===== src/rtl/regfile_arb_pkg.sv =====
`default_nettype none
// ============================================================================
// Module   : regfile_arb_pkg
// Brief    : Shared state encoding and default sizing for regfile_arbiter.
// Revision : 1.0 - initial release
// ============================================================================
package regfile_arb_pkg;

    localparam int c_default_num_req    = 4;
    localparam int c_default_data_width = 8;
    localparam int c_default_addr_width = 4;

    typedef logic [0:0] state_t;

    localparam state_t c_st_idle   = 1'b0;
    localparam state_t c_st_access = 1'b1;

endpackage : regfile_arb_pkg
`default_nettype wire


===== src/rtl/regfile_arbiter_rr_picker.sv =====
`default_nettype none
// ============================================================================
// Module   : rr_picker
// Brief    : Combinational round-robin pick, searching upward from last+1.
// Revision : 1.0 - initial release
// ============================================================================
module rr_picker #(
    parameter int NUM_REQ = 4,
    parameter int IDX_W   = $clog2(NUM_REQ)
) (
    input  logic [NUM_REQ-1:0] i_req,
    input  logic [NUM_REQ-1:0] i_mask,
    input  logic [IDX_W-1:0]   i_last,
    output logic               o_found,
    output logic [IDX_W-1:0]   o_idx
);

    localparam logic [IDX_W:0] c_num = (IDX_W+1)'(NUM_REQ);

    logic [NUM_REQ-1:0] w_eligible;
    logic [IDX_W:0]     w_cand;

    assign w_eligible = i_req & ~i_mask;

    // The final offset (k == NUM_REQ) revisits last itself, so an unmasked
    // lone requester can still win.
    always_comb begin
        o_found = 1'b0;
        o_idx   = '0;
        w_cand  = '0;
        for (int k = 1; k <= NUM_REQ; k++) begin
            w_cand = {1'b0, i_last} + (IDX_W+1)'(k);
            if (w_cand >= c_num) begin
                w_cand = w_cand - c_num;
            end
            if (!o_found && w_eligible[w_cand[IDX_W-1:0]]) begin
                o_found = 1'b1;
                o_idx   = w_cand[IDX_W-1:0];
            end
        end
    end

endmodule : rr_picker
`default_nettype wire


===== src/rtl/regfile_arbiter.sv =====
`default_nettype none
// ============================================================================
// Module   : regfile_arbiter
// Brief    : Round-robin arbiter granting one register-file access per cycle.
//            Optional REGFILE_ARB_LOCK_EN adds req_lock for back-to-back grants.
// Revision : 1.0 - initial release
// ============================================================================
module regfile_arbiter
    import regfile_arb_pkg::*;
#(
    parameter int NUM_REQ    = c_default_num_req,
    parameter int DATA_WIDTH = c_default_data_width,
    parameter int ADDR_WIDTH = c_default_addr_width
) (
    input  logic                           clk,
    input  logic                           reset,
    input  logic [NUM_REQ-1:0]             req,
    input  logic [NUM_REQ-1:0]             req_we,
    input  logic [NUM_REQ*ADDR_WIDTH-1:0]  req_addr,
    input  logic [NUM_REQ*DATA_WIDTH-1:0]  req_wdata,
`ifdef REGFILE_ARB_LOCK_EN
    input  logic [NUM_REQ-1:0]             req_lock,
`endif
    output logic [NUM_REQ-1:0]             gnt,
    output logic [NUM_REQ-1:0]             rsp_valid,
    output logic [DATA_WIDTH-1:0]          rsp_data,
    output logic [ADDR_WIDTH-1:0]          rf_address,
    output logic                           rf_write_enable,
    output logic [DATA_WIDTH-1:0]          rf_write_data,
    input  logic [DATA_WIDTH-1:0]          rf_read_data
);

    localparam int c_idx_w = $clog2(NUM_REQ);

    state_t                  r_state;
    logic [c_idx_w-1:0]      r_last_winner;
    logic                    r_we;
    logic [ADDR_WIDTH-1:0]   r_addr;
    logic [DATA_WIDTH-1:0]   r_wdata;
    logic [NUM_REQ-1:0]      r_rsp_valid;
    logic [DATA_WIDTH-1:0]   r_rsp_data;

    logic                    w_in_access;
    logic [NUM_REQ-1:0]      w_cur_onehot;
    logic [NUM_REQ-1:0]      w_mask;
    logic                    w_found;
    logic [c_idx_w-1:0]      w_pick_idx;
    logic                    w_lock_hit;
    logic                    w_take;
    logic [c_idx_w-1:0]      w_sel;

    // During ACCESS the last winner is the requester currently being served.
    assign w_in_access  = (r_state == c_st_access);
    assign w_cur_onehot = {{(NUM_REQ-1){1'b0}}, 1'b1} << r_last_winner;
    assign w_mask       = w_in_access ? w_cur_onehot : '0;

    rr_picker #(
        .NUM_REQ (NUM_REQ),
        .IDX_W   (c_idx_w)
    ) u_rr_picker (
        .i_req   (req),
        .i_mask  (w_mask),
        .i_last  (r_last_winner),
        .o_found (w_found),
        .o_idx   (w_pick_idx)
    );

`ifdef REGFILE_ARB_LOCK_EN
    assign w_lock_hit = w_in_access && req[r_last_winner] && req_lock[r_last_winner];
`else
    assign w_lock_hit = 1'b0;
`endif

    assign w_take = w_lock_hit | w_found;
    assign w_sel  = w_lock_hit ? r_last_winner : w_pick_idx;

    always_ff @(posedge clk or negedge reset) begin
        if (!reset) begin
            r_state       <= c_st_idle;
            r_last_winner <= c_idx_w'(NUM_REQ - 1);
            r_we          <= 1'b0;
            r_addr        <= '0;
            r_wdata       <= '0;
            r_rsp_valid   <= '0;
            r_rsp_data    <= '0;
        end else begin
            r_rsp_valid <= '0;
            if (w_in_access && !r_we) begin
                r_rsp_valid <= w_cur_onehot;
                r_rsp_data  <= rf_read_data;
            end
            if (w_take) begin
                r_state       <= c_st_access;
                r_last_winner <= w_sel;
                r_we          <= req_we[w_sel];
                r_addr        <= req_addr[int'(w_sel)*ADDR_WIDTH +: ADDR_WIDTH];
                r_wdata       <= req_wdata[int'(w_sel)*DATA_WIDTH +: DATA_WIDTH];
            end else begin
                r_state <= c_st_idle;
            end
        end
    end

    // Write enable is decoded from the state register so reset kills it at once.
    assign gnt             = w_mask;
    assign rsp_valid       = r_rsp_valid;
    assign rsp_data        = r_rsp_data;
    assign rf_address      = r_addr;
    assign rf_write_enable = w_in_access & r_we;
    assign rf_write_data   = r_wdata;

endmodule : regfile_arbiter
`default_nettype wire


===== config.mk =====
export PLATFORM = sky130hd
export DESIGN_NAME = regfile_arbiter
export DESIGN_NICKNAME = d
export VERILOG_FILES = /design/src/rtl/regfile_arb_pkg.sv /design/src/rtl/regfile_arbiter_rr_picker.sv /design/src/rtl/regfile_arbiter.sv
export SDC_FILE = /design/constraint.sdc
export NUM_CORES = 1
export LEC_CHECK = 0
export CAP_MARGIN = 20
export CORE_MARGIN = 4
export CORE_UTILIZATION = 28
export DETAILED_ROUTE_END_ITERATION = 10
export HOLD_SLACK_MARGIN = 0.06
export MAX_ROUTING_LAYER = met4
export PLACE_DENSITY = 0.67
export SLEW_MARGIN = 20
export SYNTH_ARGS = -nofsm -noshare
export SYNTH_HDL_FRONTEND = slang
export SYNTH_HIERARCHICAL = 1
export SYNTH_SLANG_ARGS = --single-unit

===== constraint.sdc =====
create_clock -name clk -period 6 [get_ports clk]
set_input_delay 1.2 -clock clk [delete_from_list [all_inputs] [get_ports clk]]
set_output_delay 1.2 -clock clk [all_outputs]
set_load 0.005 [all_outputs]

# Yosys cells after proc, flatten, opt, wreduce, memory -nomap -nowiden
# Cells that the tools add are included.
dict set report totals {
  regBits 28
  wordCells 63
  output_inout_bits 29
  in_bits 66
}
dict set report classes {
  shifts 3
  n_lt_le_gt_ge 9
  n_mux 25
  n_bitwise 3
  addsub 8
  n_reduce_logical 8
}
# op count
set op_table {}
lappend op_table {{32-bit by 6-bit variable part select with 8-bit output} 1}
lappend op_table {{2-bit 2-to-1 mux} 8}
lappend op_table {{16-bit by 5-bit variable part select with 4-bit output} 1}
lappend op_table {{2-bit by 3-bit < comparator with 1-bit output, second input constant} 5}
lappend op_table {{3-bit >= comparator, second input constant} 4}
lappend op_table {{1-bit binary-select mux with 2-bit select} 5}
lappend op_table {{1-bit 2-to-1 mux} 10}
lappend op_table {{4-bit 2-to-1 mux} 2}
lappend op_table {{2-bit by 1-bit subtractor with 2-bit output, second input constant} 4}
lappend op_table {{2-bit by 2-bit adder with 3-bit output, second input constant} 2}
lappend op_table {{4-bit AND} 1}
lappend op_table {{1-bit logical AND} 4}
lappend op_table {{1-bit logical NOT} 4}
lappend op_table {{4-bit inverter} 1}
lappend op_table {{1-bit by 2-bit << shifter with 4-bit output, first input constant} 1}
lappend op_table {{2-bit by 1-bit adder with 3-bit output, second input constant} 1}
lappend op_table {{2-bit by 3-bit adder with 3-bit output, second input constant} 1}
lappend op_table {{1-bit AND} 1}

# Longest topological paths before layout
# Gate-level depths: netlist of the first run.
dict set report depth {
  depth_word 18
  ltp_mapped 9
  depth_no_buf 7
}

# Cells and area by module
# The synthesis of the first run kept the hierarchy.
# mod area_per_inst_um2 seq_area_each_um2 n_inst cells_per_inst
set modules_own_cells {}
lappend modules_own_cells {regfile_arbiter 1446.4 703.2 1 111}
lappend modules_own_cells {rr_picker 126.4 0.0 1 17}

# Worst setup path before layout of the first run
# Ideal clock, no wire load.
dict set report synth_timing {
  path_kind {input -> register}
  start {in req[0]}
  end {reg r_wdata[4] (netlist: rf_write_data[4])}
  t_required_ps 5868
  setup_ps 132
  cell_stages 7
  arrival_ps 2394
  n_path_buf 2
  path_slack_ps 3474
  cell_sequence {nor2b_1 > nor2_1 > a221o_2 > buf_6 > buf_12 > mux2i_1 > o221ai_2}
}
dict set report synth_between {
  elab_chain_cells 14
  word_cells_on_any_way 24
  cone_classes {1 x shift; 16 x mux; 1 x bitwise; 6 x reduce/logical}
}
# item line
set synth_rtl {}
lappend synth_rtl {{start: declaration} regfile_arbiter.sv:17} ;# input logic [NUM_REQ-1:0] req,
lappend synth_rtl {{4-bit AND (*)} regfile_arbiter_rr_picker.sv:23} ;# assign w_eligible = i_req & ~i_mask;
lappend synth_rtl {{1-bit binary-select mux with 2-bit select} regfile_arbiter_rr_picker.sv:36} ;# if (!o_found && w_eligible[w_cand[IDX_W-1:0]]) begin
lappend synth_rtl {{1-bit 2-to-1 mux (implied by the code)} regfile_arbiter_rr_picker.sv:36}
lappend synth_rtl {{1-bit 2-to-1 mux} regfile_arbiter_rr_picker.sv:36}
lappend synth_rtl {{1-bit logical NOT} regfile_arbiter_rr_picker.sv:36}
lappend synth_rtl {{1-bit logical AND} regfile_arbiter_rr_picker.sv:36}
lappend synth_rtl {{1-bit 2-to-1 mux} regfile_arbiter_rr_picker.sv:36}
lappend synth_rtl {{1-bit logical NOT} regfile_arbiter_rr_picker.sv:36}
lappend synth_rtl {{1-bit logical AND} regfile_arbiter_rr_picker.sv:36}
lappend synth_rtl {{1-bit 2-to-1 mux} regfile_arbiter_rr_picker.sv:36}
lappend synth_rtl {{1-bit logical NOT} regfile_arbiter_rr_picker.sv:36}
lappend synth_rtl {{1-bit logical AND} regfile_arbiter_rr_picker.sv:36}
lappend synth_rtl {{2-bit 2-to-1 mux (*)} regfile_arbiter_rr_picker.sv:36}
lappend synth_rtl {{via w_pick_idx[0]} regfile_arbiter.sv:47} ;# logic [c_idx_w-1:0] w_pick_idx;
lappend synth_rtl {{32-bit by 6-bit variable part select with 8-bit output (*)} regfile_arbiter.sv:97} ;# r_wdata <= req_wdata[int'(w_sel)*DATA_WIDTH +: DATA_WIDTH];
lappend synth_rtl {{end signal: assignment} regfile_arbiter.sv:97}
lappend synth_rtl {{end: declaration} regfile_arbiter.sv:39} ;# logic [DATA_WIDTH-1:0] r_wdata;
# The timed path passes the listed nets; every way through them passes the cells marked *. The select of a mux whose other input is x is not followed.
# A chain may end at the register's enable or synchronous reset.

# Worst setup path in the final report of the first run
dict set report layout_timing {
  start {in req[1]}
  end {reg r_wdata[4] (netlist: rf_write_data[4])}
}
# Same word-level chain as after synthesis.

==> reports/metrics.cfg, run 1 <==
[cts]
path_clk_slew_ns=0.10
cts_tree=done
clock_latency_ns=0.28
cts_root_buffer=clkbuf_8
cts_buffer_depth=2
hold_buffers=0
cts_inserted_buffers=3
cts_max_level=1
cts_resized=0
postCtsSetupRepairBufs=0
clock_sinks=28

[logic_synthesis]
syn_nets=194
syn-cell-area_um2=1570
synth_ff_type=dfrtp_1
synth_cell_types=30
syn_inst=128
synth_edf_count=0
seq_area_frac_synth=0.447
synth-async-reset-ratio=1.00
synth.ff_latch_count=28
yosysWarnings=6
avgSynthCellArea_um2=12.3

[grt]
track_usage=0.129
grt-ovfl-total=0
grt_pass1_wl_um=7220
grt_pass1_vias=1490
antenna_found_initial=0
grt_max_degree=29

[finish]
final_cell_mix=94 x clkdlybuf4s50_1, 26 x mux2i_1, 26 x dfrtp_1, 16 x nand2b_1, 12 x o221ai_1
nFillCells=529
drive_gt1_frac=0.110
diodes=0
syn_to_final_growth_pct=64.4
mostFrequentLayoutCell=clkdlybuf4s50_1
layout.nets=286

[routing]
drc=0
wl_per_cell_um=14.9
routed_wl_um=4330
drtIter0Drc=51
via_count=1353
ant_nets=0
vias_per_cell=4.65
first_pass_iters=4

[placed_design]
gp_congestion=0.751
dp_slack_ns=2.55
port_buffers=94
dp_hpwl_um=3220

[sta]
tightest_slew_ns=0.816
drv_slew=0
setup_viol=0
fin_ws_ns=2.85
min_period_ns=3.15
post-route-period-util=0.526
finalHoldViolCount=0
fmaxAchievable_ghz=0.317
fin_tns_setup_ns=0
skew_ns=0.00428
slew_headroom=0.456
rsz0062_at_grt=no

[pwr]
p_clk_frac=0.104
power.switching_uw=406
power_frac_seq=0.303
p_leak_nw=1.06
switching_share=0.349
power_density_nw_per_um2=450
p_comb_frac=0.593
intPower_uw=757
ir_drop_mv=0.258

[critical_path]
cpPeakStageDelay_ns=0.67
cp_max_fo=27
r2r_cells=7
path_class=in -> reg
endpoint_kind=flop
arrival_ns=3.31
crit_chain=clkdlybuf4s50_1, or3b_1, a21oi_1, a221o_2, mux2i_1, o221ai_2
cp_slowest_cell=a221o_2
cp.required_ns=6.16
start_kind=input pin

[die]
fp.dieW_um=82.9
fp.dieH_um=82.9
io_pins=95
initial_core_util=0.287
core_um2=5470
die_area_um2=6880
rows=27

[worst_hold_path]
min_path_type=reg -> reg
whs_path_depth=2

[flow_run]
maxCapViolCount=0

[outcome]
status=finished clean

[Yosys cell counts (2+ instances only)]
library cell / n / area [µm²]
dfrtp_1: 26 / 651
buf_12: 2 / 40.0
mux2i_1: 26 / 260
buf_2: 3 / 15.0
buf_6: 2 / 22.5
nor3b_1: 5 / 37.5
mux2_2: 9 / 101
dfstp_2: 2 / 52.6
and3_1: 4 / 25.0
o221ai_1: 12 / 105
nand3b_1: 2 / 15.0
nand2b_1: 16 / 100
nand2b_2: 2 / 17.5
[power groups by stage]
stage | clock network [mW] | registers, mW | logic [mW]
2_1_floorplan | 0 | 0.350 | 0.448
3_3_place_gp | 0 | 0.356 | 0.697
3_5_place_dp | 0 | 0.356 | 0.701
4_1_cts | 0.126 | 0.354 | 0.703
5_1_grt | 0.133 | 0.368 | 0.749
6_report | 0.121 | 0.353 | 0.690
[cell families after synthesis]
kind of cell / after synthesis / share of synthesized area
AND/OR/NAND/NOR: 37 / 0.163
multiplexers: 35 / 0.230
flip-flops: 28 / 0.447
AO/OA/AOI/OAI: 19 / 0.106
buffers and inverters: 9 / 0.0541
[registers in the layout (all words and copies together) (netlist names)]
signal	cells
r_state	1
r_we	1
rf_write_data	8
rsp_data	8
rf_address	4
r_last_winner	2
rsp_valid	4
[path summary, 6_finish.rpt]
| kind | start | end | slack [ns] |
|---|---|---|---|
| setup reg to reg | r_last_winner[1] | rf_write_data[4] | 3.31 |
| max in group asynchronous | reset | r_last_winner[1] | 4.38 |
| hold reg to reg | rf_write_data[0] | rf_write_data[0] | 0.50 |
| hold / removal | rf_write_data[0] | rf_write_data[0] | 0.50 |
| setup / recovery | req[1] | rf_write_data[4] | 2.85 |
| min in group asynchronous | reset | rsp_data[5] | 1.30 |
[stage by stage]
stage | power (mW) | cell area [µm²] | util | hold slack, ns | cells
global route | 1.25 | 2580 | 0.472 | 0.536 | 291
CTS | 1.18 | 2580 | 0.472 | 0.511 | 291
global placement | 1.05 | 2530 | 0.462 | 0.478 | 287
detailed placement | 1.06 | 2530 | 0.462 | 0.486 | 287
finish | 1.16 | 2580 | 0.472 | 0.503 | 291
floorplan | 0.798 | 1570 | - | 0.486 | 128
[routing by layer]
| metal | vias up | share of wire | wire (µm) | GRT usage |
|---|---|---|---|---|
| li1 | 664 | - | - | - |
| met1 | 642 | 0.45 | 1960 | 0.161 |
| met2 | 43 | 0.49 | 2130 | 0.217 |
| met3 | 4 | 0.046 | 200 | 0.0238 |
| met4 | 0 | 0.0067 | 29 | 0.0312 |
| met5 | - | 0 | 0 | - |
[area by class of cell]
cell class                      count  area [µm²]  area share
Clock buffer                        4        55.1      0.0213
Inverter                            1        3.75     0.00145
Timing Repair Buffer               95         948       0.367
Sequential cell                    28         703       0.272
Tap cell                           72        90.1      0.0348
Multi-Input combinational cell     91         785       0.303
[critical path: cells and delay by family]
kind	cells	cell delay (ns)
AND/OR/NAND/NOR	1	0.35
buffers and inverters	1	0.50
multiplexers	1	0.31
AO/OA/AOI/OAI	3	0.94
Note: power is estimated with default switching activity, not from simulation.
==> run 2, diff against run 1 <==
--- a/config.mk
+++ b/config.mk
@@ -11,7 +11,7 @@
 export DETAILED_ROUTE_END_ITERATION = 10
 export HOLD_SLACK_MARGIN = 0.06
 export MAX_ROUTING_LAYER = met4
-export PLACE_DENSITY = 0.67
+export PLACE_DENSITY = 0.7
 export SLEW_MARGIN = 20
 export SYNTH_ARGS = -nofsm -noshare
 export SYNTH_HDL_FRONTEND = slang
==> constraint.sdc (replaced) <==
create_clock -name clk -period 2.7 [get_ports clk]
set_input_delay 0.54 -clock clk [delete_from_list [all_inputs] [get_ports clk]]
set_output_delay 0.54 -clock clk [all_outputs]
set_load 0.005 [all_outputs]
==> reports/metrics.cfg, run 2 (same netlist as run 1, synthesis figures left out) <==
[routing]
routed_wl_um=4440  ; was 4330 µm
wl_per_cell_um=15.0  ; was 14.9 µm
via_count=1374  ; was 1353
first_pass_iters=4  ; unchanged
drtIter0Drc=31  ; was 51
drc=0  ; unchanged
vias_per_cell=4.66  ; was 4.65
ant_nets=0  ; unchanged

[sta]
fin_tns_setup_ns=0  ; unchanged
skew_ns=0.00874  ; was 0.00428 ns
drv_slew=0  ; unchanged
tightest_slew_ns=0.371  ; was 0.816 ns
slew_headroom=0.753  ; was 0.456
min_period_ns=2.46
holdWs_ns=0.507  ; was 0.503 ns
setup_viol=0  ; unchanged
fmaxAchievable_ghz=0.407
rsz0062_at_grt=no  ; unchanged
post-route-period-util=0.911
finalHoldViolCount=0  ; unchanged

[cts]
cts_resized=0  ; unchanged
clock_sinks=28  ; unchanged
cts_root_buffer=clkbuf_8  ; unchanged
clock_latency_ns=0.27  ; was 0.28 ns
cts_buffer_depth=2  ; unchanged
cts_tree=done  ; unchanged
path_clk_slew_ns=0.10  ; about the same
postCtsSetupRepairBufs=0  ; unchanged
hold_buffers=0  ; unchanged
cts_max_level=1  ; unchanged
cts_inserted_buffers=3  ; unchanged

[worst_hold_path]
whs_path_depth=2  ; unchanged
min_path_type=reg -> reg  ; unchanged
hold_start=rf_write_data[5]  ; was rf_write_data[0]
holdPathEnd=rf_write_data[5]  ; was rf_write_data[0]

[pwr]
p_leak_nw=1.09  ; was 1.06 nW
ir_drop_mv=0.353  ; was 0.258 mV
power_density_nw_per_um2=1010  ; was 450 nW/µm²

[die]
die_area_um2=6880  ; unchanged
fp.dieW_um=82.9  ; unchanged
core_um2=5470  ; unchanged
rows=27  ; unchanged
fp.dieH_um=82.9  ; unchanged
io_pins=95  ; unchanged
initial_core_util=0.287  ; unchanged

[critical_path]
start_kind=flop  ; was input pin
r2r_cells=8  ; was 7
path_class=reg -> out  ; was in -> reg
critPathLaunch=r_last_winner[1]  ; was req[1]
regToRegEndpoint=rf_address[1]  ; was rf_write_data[4]
cp.required_ns=2.16  ; was 6.16 ns
r2r_start=r_last_winner[1]  ; unchanged
arrival_ns=1.92  ; was 3.31 ns
endpoint_kind=output port  ; was flop
cp_max_fo=11  ; was 27
r2r_slack_ns=0.31  ; was 3.31 ns

[finish]
final_cell_mix=94 x clkdlybuf4s50_1, 26 x mux2i_1, 26 x dfrtp_1, 16 x nand2b_1, 12 x o221ai_1  ; unchanged
layout.nets=290  ; was 286
diodes=0  ; unchanged
mostFrequentLayoutCell=clkdlybuf4s50_1  ; unchanged
multi_input_area_um2=785  ; unchanged
drive_gt1_frac=0.126  ; was 0.110
nFillCells=519  ; was 529
regArea_um2=703  ; unchanged
syn_to_final_growth_pct=67.1  ; was 64.4%

[grt]
grt_pass1_vias=1484  ; was 1490
grt_max_degree=29  ; unchanged
track_usage=0.131  ; was 0.129
grt-ovfl-total=0  ; unchanged
antenna_found_initial=0  ; unchanged
grt_pass1_wl_um=7290  ; was 7220 µm

[placed_design]
dp_hpwl_um=3440  ; was 3220 µm
gp_congestion=0.751  ; unchanged
port_buffers=94  ; unchanged

[outcome]
status=finished clean  ; unchanged

[flow_run]
maxCapViolCount=0  ; unchanged

==> run 2: changes by cell type in the layout (fill, tap and decap cells not counted), sizes merged <==
cell	before	now
buf	1	5
==> run 2: cell type report <==
class | count | area share
Inverter | 1 | 0.00143
Clock buffer | 4 | 0.0210
Tap cell | 72 | 0.0343
Multi-Input combinational cell | 91 | 0.299
Timing Repair Buffer | 99 | 0.377
Sequential cell | 28 | 0.268
==> run 2: metrics by stage <==
step	cell area [µm²]	power [mW]	util	cells	setup slack, ns
after floorplan	1570	1.77	-	128	0.442
after global placement	2570	2.41	0.470	291	0.297
after detailed placement	2570	2.43	0.470	291	0.242
after CTS	2630	2.70	0.480	295	0.221
after global routing	2630	2.87	0.480	295	0.104
final	2630	2.65	0.480	295	0.240
==> run 2: how the worst max path moves through the flow <==
stage | endpoint | cells past startpoint
4_1_cts | gnt[2] | 3
3_5_place_dp | rf_address[1] | 7
3_3_place_gp | rf_write_data[6] | 7
5_1_grt | gnt[2] | 3
2_1_floorplan | rf_write_data[4] | 9
6_report | gnt[2] | 3
==> run 2: where the power goes <==
| part | switching [mW] | internal [mW] |
|---|---|---|
| registers | 0.148 | 0.644 |
| logic | 0.635 | 0.964 |
| clock network | 0.133 | 0.131 |
==> run 2: worst max-delay path: stages, from the launching register on <==
cell,delay (ns)
dfstp_2,0.64
inv_1,0.12
nor3b_1,0.31
clkdlybuf4s50_1,0.57
==> run 2: per-layer routing <==
metal  vias to the layer above  track usage  share of wire
met5                         -            -              0
met4                         0       0.0267         0.0034
met3                         2       0.0228          0.046
met2                        42        0.224           0.51
met1                       660        0.162           0.44
li1                        670            -              -
==> edit 1 (settings of run 1) <==
The package constant `c_default_addr_width` goes from 4 to 3.
--- a/src/rtl/regfile_arb_pkg.sv
+++ b/src/rtl/regfile_arb_pkg.sv
@@ -10,3 +10,3 @@
     localparam int c_default_data_width = 8;
-    localparam int c_default_addr_width = 4;
+    localparam int c_default_addr_width = 3;
 
Ports: changed (resized req_addr and rf_address); port bits go from 95 to 90. The function was not compared with the original's and may differ.
==> edit 1 against run 1 <==
Setup slack better by 0.012 ns. Synthesized area down 2.2%. Sequential cell count down 1. Register-to-register slack about the same. Power down 3.7%. Design area down 3.9%. Clock power down 17%. Largest cell class unchanged. Clock skew up 0.0037 ns. Count of clock-buffer cells in the layout down 1. Cell count down 4.1%. Highest routed layer unchanged. Wire length down 2.9%.
==> edit 1: results (changes against run 1) <==
- First-pass GRT wire length: 6400 µm (-11%)
- Number of global-route vias before repair: 1284 (-14%)
- Largest fanout on the critical path: 25 (-7.4%)
- Top routing layer used: met4
- Synth cell types: 32 (+6.7%)
- Synth warn: 6 (unchanged)
- Synth cell count leaders: dfrtp_1, mux2i_1, nand2b_1
- GRT Util Overall: 12.7% (-0.26 points)
- DR vias/cell: 4.59 (-1.2%)
- Clock Pin Slew Worst Setup and Hold Paths: 0.09 ns
- WP data arrival: 3.27 ns (-0.04 ns)
- Sw Ratio: 34.9% (about the same)
- Buffer count from post-CTS setup fixing: 0 (unchanged)
- Area after DPL: 0.00244 mm² (-3.6%)
- Initial antenna violation count: 0 (unchanged)
- Clock Skew: 0.00794 ns (+0.00365 ns)
- Average routed wire per standard cell: 15.1 µm (+1.3%)
- Routed vias: 1282 (-5.2%)
- Longest Clk Path Bufs: 2 (unchanged)
- Nets: 272 (-4.9%)
- Layout cells sized above 1: 11.0% (+0.046 points)
- Top post-synthesis cells by area: dfrtp_1, mux2i_1, o221ai_1, nand2b_1, mux2_4
- Total CTS buffers: 3 (unchanged)
- VDD IR max: 0.000178 V (-31%)
- Number of flops mapped to enable cells by yosys: 0 (unchanged)
- Root Driver: clkbuf_8
- H-tree depth: 1 (unchanged)
- Routed wl met3: 283 µm (+42%)
- Drt first pass iters: 4 (unchanged)
- N_diodes: 0 (unchanged)
- Pin count of the biggest net entering global routing: 28 (-3.4%)
- Post-DP HPWL: 3270 µm (+1.5%)
- Outcome: completed
- Syn Inst Count: 123 (-3.9%)
- Tightest Hold Check Type: flip-flop to flip-flop
- RePlAce Congestion: 0.728 (-3.0%)
- Initial DRC count: 21 (-59%)
- Ys async rst share: 100% (unchanged)
- Pleak: 0.00104 µW (-2.0%)
- Worst-Skew Late Latency: 0.27 ns
- Port bufs: 89 (-5.3%)
- Cells after DPL: 275 (-4.2%)
- DRT met1 WL: 1780 µm (-9.1%)
- Met2 Routed Length: 2060 µm (-3.3%)
- Slew HR: 50.4% (+4.8 points)
- Register area share after synthesis: 44.1% (-0.61 points)
- Synth Net Count: 185 (-4.6%)
- # resized after CTS: 0 (unchanged)
edit 1: cell count changes after synthesis, sizes merged:
cell    change
dfrtp       -1
mux2i       -2
nand2b      -1
o221ai      -1
edit 1: path summary, 6_finish.rpt:
kind	from	to	slack, ns	cells after the start
max in group asynchronous	reset	r_last_winner[1]	4.40	2
worst min register to register	rf_write_data[1]	rf_write_data[1]	0.51	2
worst max-delay path	req[1]	r_we	2.86	6
worst min-delay path	rf_write_data[1]	rf_write_data[1]	0.51	2
worst max register to register	r_last_winner[1]	r_we	3.30	7
min in group asynchronous	reset	rf_write_data[0]	1.30	2
edit 1: critical path: stages:
cell and delay (ns):
clkdlybuf4s50_1 0.48, or3b_1 0.35, a21oi_1 0.16, a221o_2 0.62
mux2i_1 0.28, o221ai_1 0.15
edit 1: cell type report:
class,instances,area (µm²)
Sequential cell,27,678
Timing Repair Buffer,90,898
Clock buffer,3,41.3
Inverter,1,3.75
Multi-Input combinational cell,87,771
Tap cell,70,87.6
Clock inverter,1,5.00
Fill cell,507,2720
edit 1: cell families (layout without fill, tap and decap cells):
kind of cell	after synthesis	count (layout)	synth area share, %
compound gates	18	18	9.85
buf+inv	9	95	5.78
flops	27	27	44.1
mux	33	33	23.7
simple gates	36	36	16.6
edit 1: stage by stage:
stage | setup WS (ns) | utilization (%)
2_1_floorplan | 3.51 | -
3_3_place_gp | 2.58 | 46.9
4_1_cts | 2.82 | 47.7
6_report | 2.86 | 47.7
5_1_grt | 2.60 | 47.7
3_5_place_dp | 2.54 | 46.9
edit 1: metal layers:
metal	vias to the layer above	global-route usage, %
met4	0	4.32
met1	602	15.8
met2	48	20.6
met5	-	-
li1	628	-
met3	4	2.39
edit 1: power groups by stage:
stage          Combinational (µW)  Clock, µW  Sequential (µW)
5_1_grt                       731        113              357
4_1_cts                       689        104              344
2_1_floorplan                 447          0              339
3_3_place_gp                  676          0              346
3_5_place_dp                  684          0              348
6_report                      675        101              344
==> edit 2 (config.mk and constraints of run 1) <==
Made on the original files. Reset style: synchronous (`reset`), changed in one clocked block.
--- a/src/rtl/regfile_arbiter.sv
+++ b/src/rtl/regfile_arbiter.sv
@@ -76,3 +76,3 @@
 
-    always_ff @(posedge clk or negedge reset) begin
+    always_ff @(posedge clk) begin
         if (!reset) begin
Formal check against the unedited RTL: differs if reset is asserted again (counterexample within 4 cycles, from zero or initial values and one cycle with reset low); with reset held inactive, the same outputs for 10 cycles.
==> edit 2 against run 1 <==
Sequential cell count unchanged. Wire length up 3.7%. Global-route usage fell by 0.16 points. Setup slack got worse by 0.10 ns. Design area unchanged. Synthesized area is 1.4% higher. Hold slack got worse by 0.036 ns. Critical endpoint is now rf_write_data[1]. Utilization decreased by 0.29 points. Register-to-register slack worse by 0.06 ns. Die area up 1.2%.
Power is not compared: it rests on default switching activity, and its combinational part moved more than twofold at a synthesized area within 25%.
==> edit 2: results (changes against run 1) <==
- GRT met2 Usage: 21.6% (-0.073 points)
- Initial DRC count: 37 (-27%)
- Min Hold Slack: 0.467 ns (-0.0364 ns)
- Outcome: completed
- R2R Setup Slk: 3.25 ns (-0.06 ns)
- Clock Skew: 0.00505 ns (+0.000763 ns)
- R2R Path End: rf_write_data[1]
- Number of global-route vias before repair: 1457 (-2.2%)
- Pin count of the biggest net entering global routing: 28 (-3.4%)
- Synth cell types: 35 (+17%)
- Hold_sp: rsp_data[3]
- Synth Area in Compound Gates: 17.7% (+7.2 points)
- Max stage delay on crit path: 0.56 ns (-0.11 ns)
- DRT met1 WL: 2000 µm (+2.0%)
- RePlAce Congestion: 0.703 (-6.3%)
- Drt first pass iters: 3 (-1)
- GRT Util Overall: 12.8% (-0.16 points)
- First-pass GRT wire length: 7250 µm (+0.29%)
- Synth Net Count: 222 (+14%)
- Synth cell count leaders: dfxtp_1, mux2i_1, nand2_1
- Hold EP: rsp_data[3]
- Fill cells: 551 (+4.2%)
- Top delay family on crit path: simple AND/OR/NAND/NOR gates
- Routed wl met3: 209 µm (+4.5%)
- DR vias/cell: 4.65 (about the same)
- Post-DP HPWL: 3330 µm (+3.3%)
- Met2 Routed Length: 2240 µm (+4.9%)
- Register area share after synthesis: 35.2% (-9.5 points)
- Ys async rst share: 0% (-100 points)
- Worst-Margin Slew: 0.826 ns (+0.00924 ns)
- M1 GR Usage: 16.2% (+0.074 points)
- R2r startpoint: r_last_winner[1]
- Max stage delay cell, worst path: nand3b_1
==> edit 2: worst max-delay path by stage <==
stage / to / start / cells after the start
floorplan: r_we / req[0] / 7
global placement: rf_write_data[1] / req[0] / 7
detailed placement: rf_write_data[2] / req[0] / 7
CTS: rf_write_data[1] / req[0] / 7
global route: rf_write_data[1] / req[0] / 6
finish: rf_write_data[1] / req[0] / 7
==> edit 2: final cells by class <==
class / instances / area, µm² / share of cell area (%)
repair buffers: 95 / 948 / 36.7
clock buffers: 4 / 55.1 / 2.13
flip-flops and latches: 28 / 561 / 21.7
multi-input cells: 115 / 931 / 36.0
well taps: 72 / 90.1 / 3.48
==> edit 2: metrics by stage <==
step	setup slack, ns	utilization (%)	instances
finish	2.74	46.9	314
global route	2.52	46.9	314
CTS	2.71	46.9	314
detailed placement	2.43	45.9	310
global placement	2.45	45.9	310
floorplan	3.46	-	156
==> edit 2: tightest hold or removal path, stage by stage, from the launching register on <==
cell,delay [ns]
dfxtp_1,0.32
nand2_1,0.04
a21boi_0,0.06
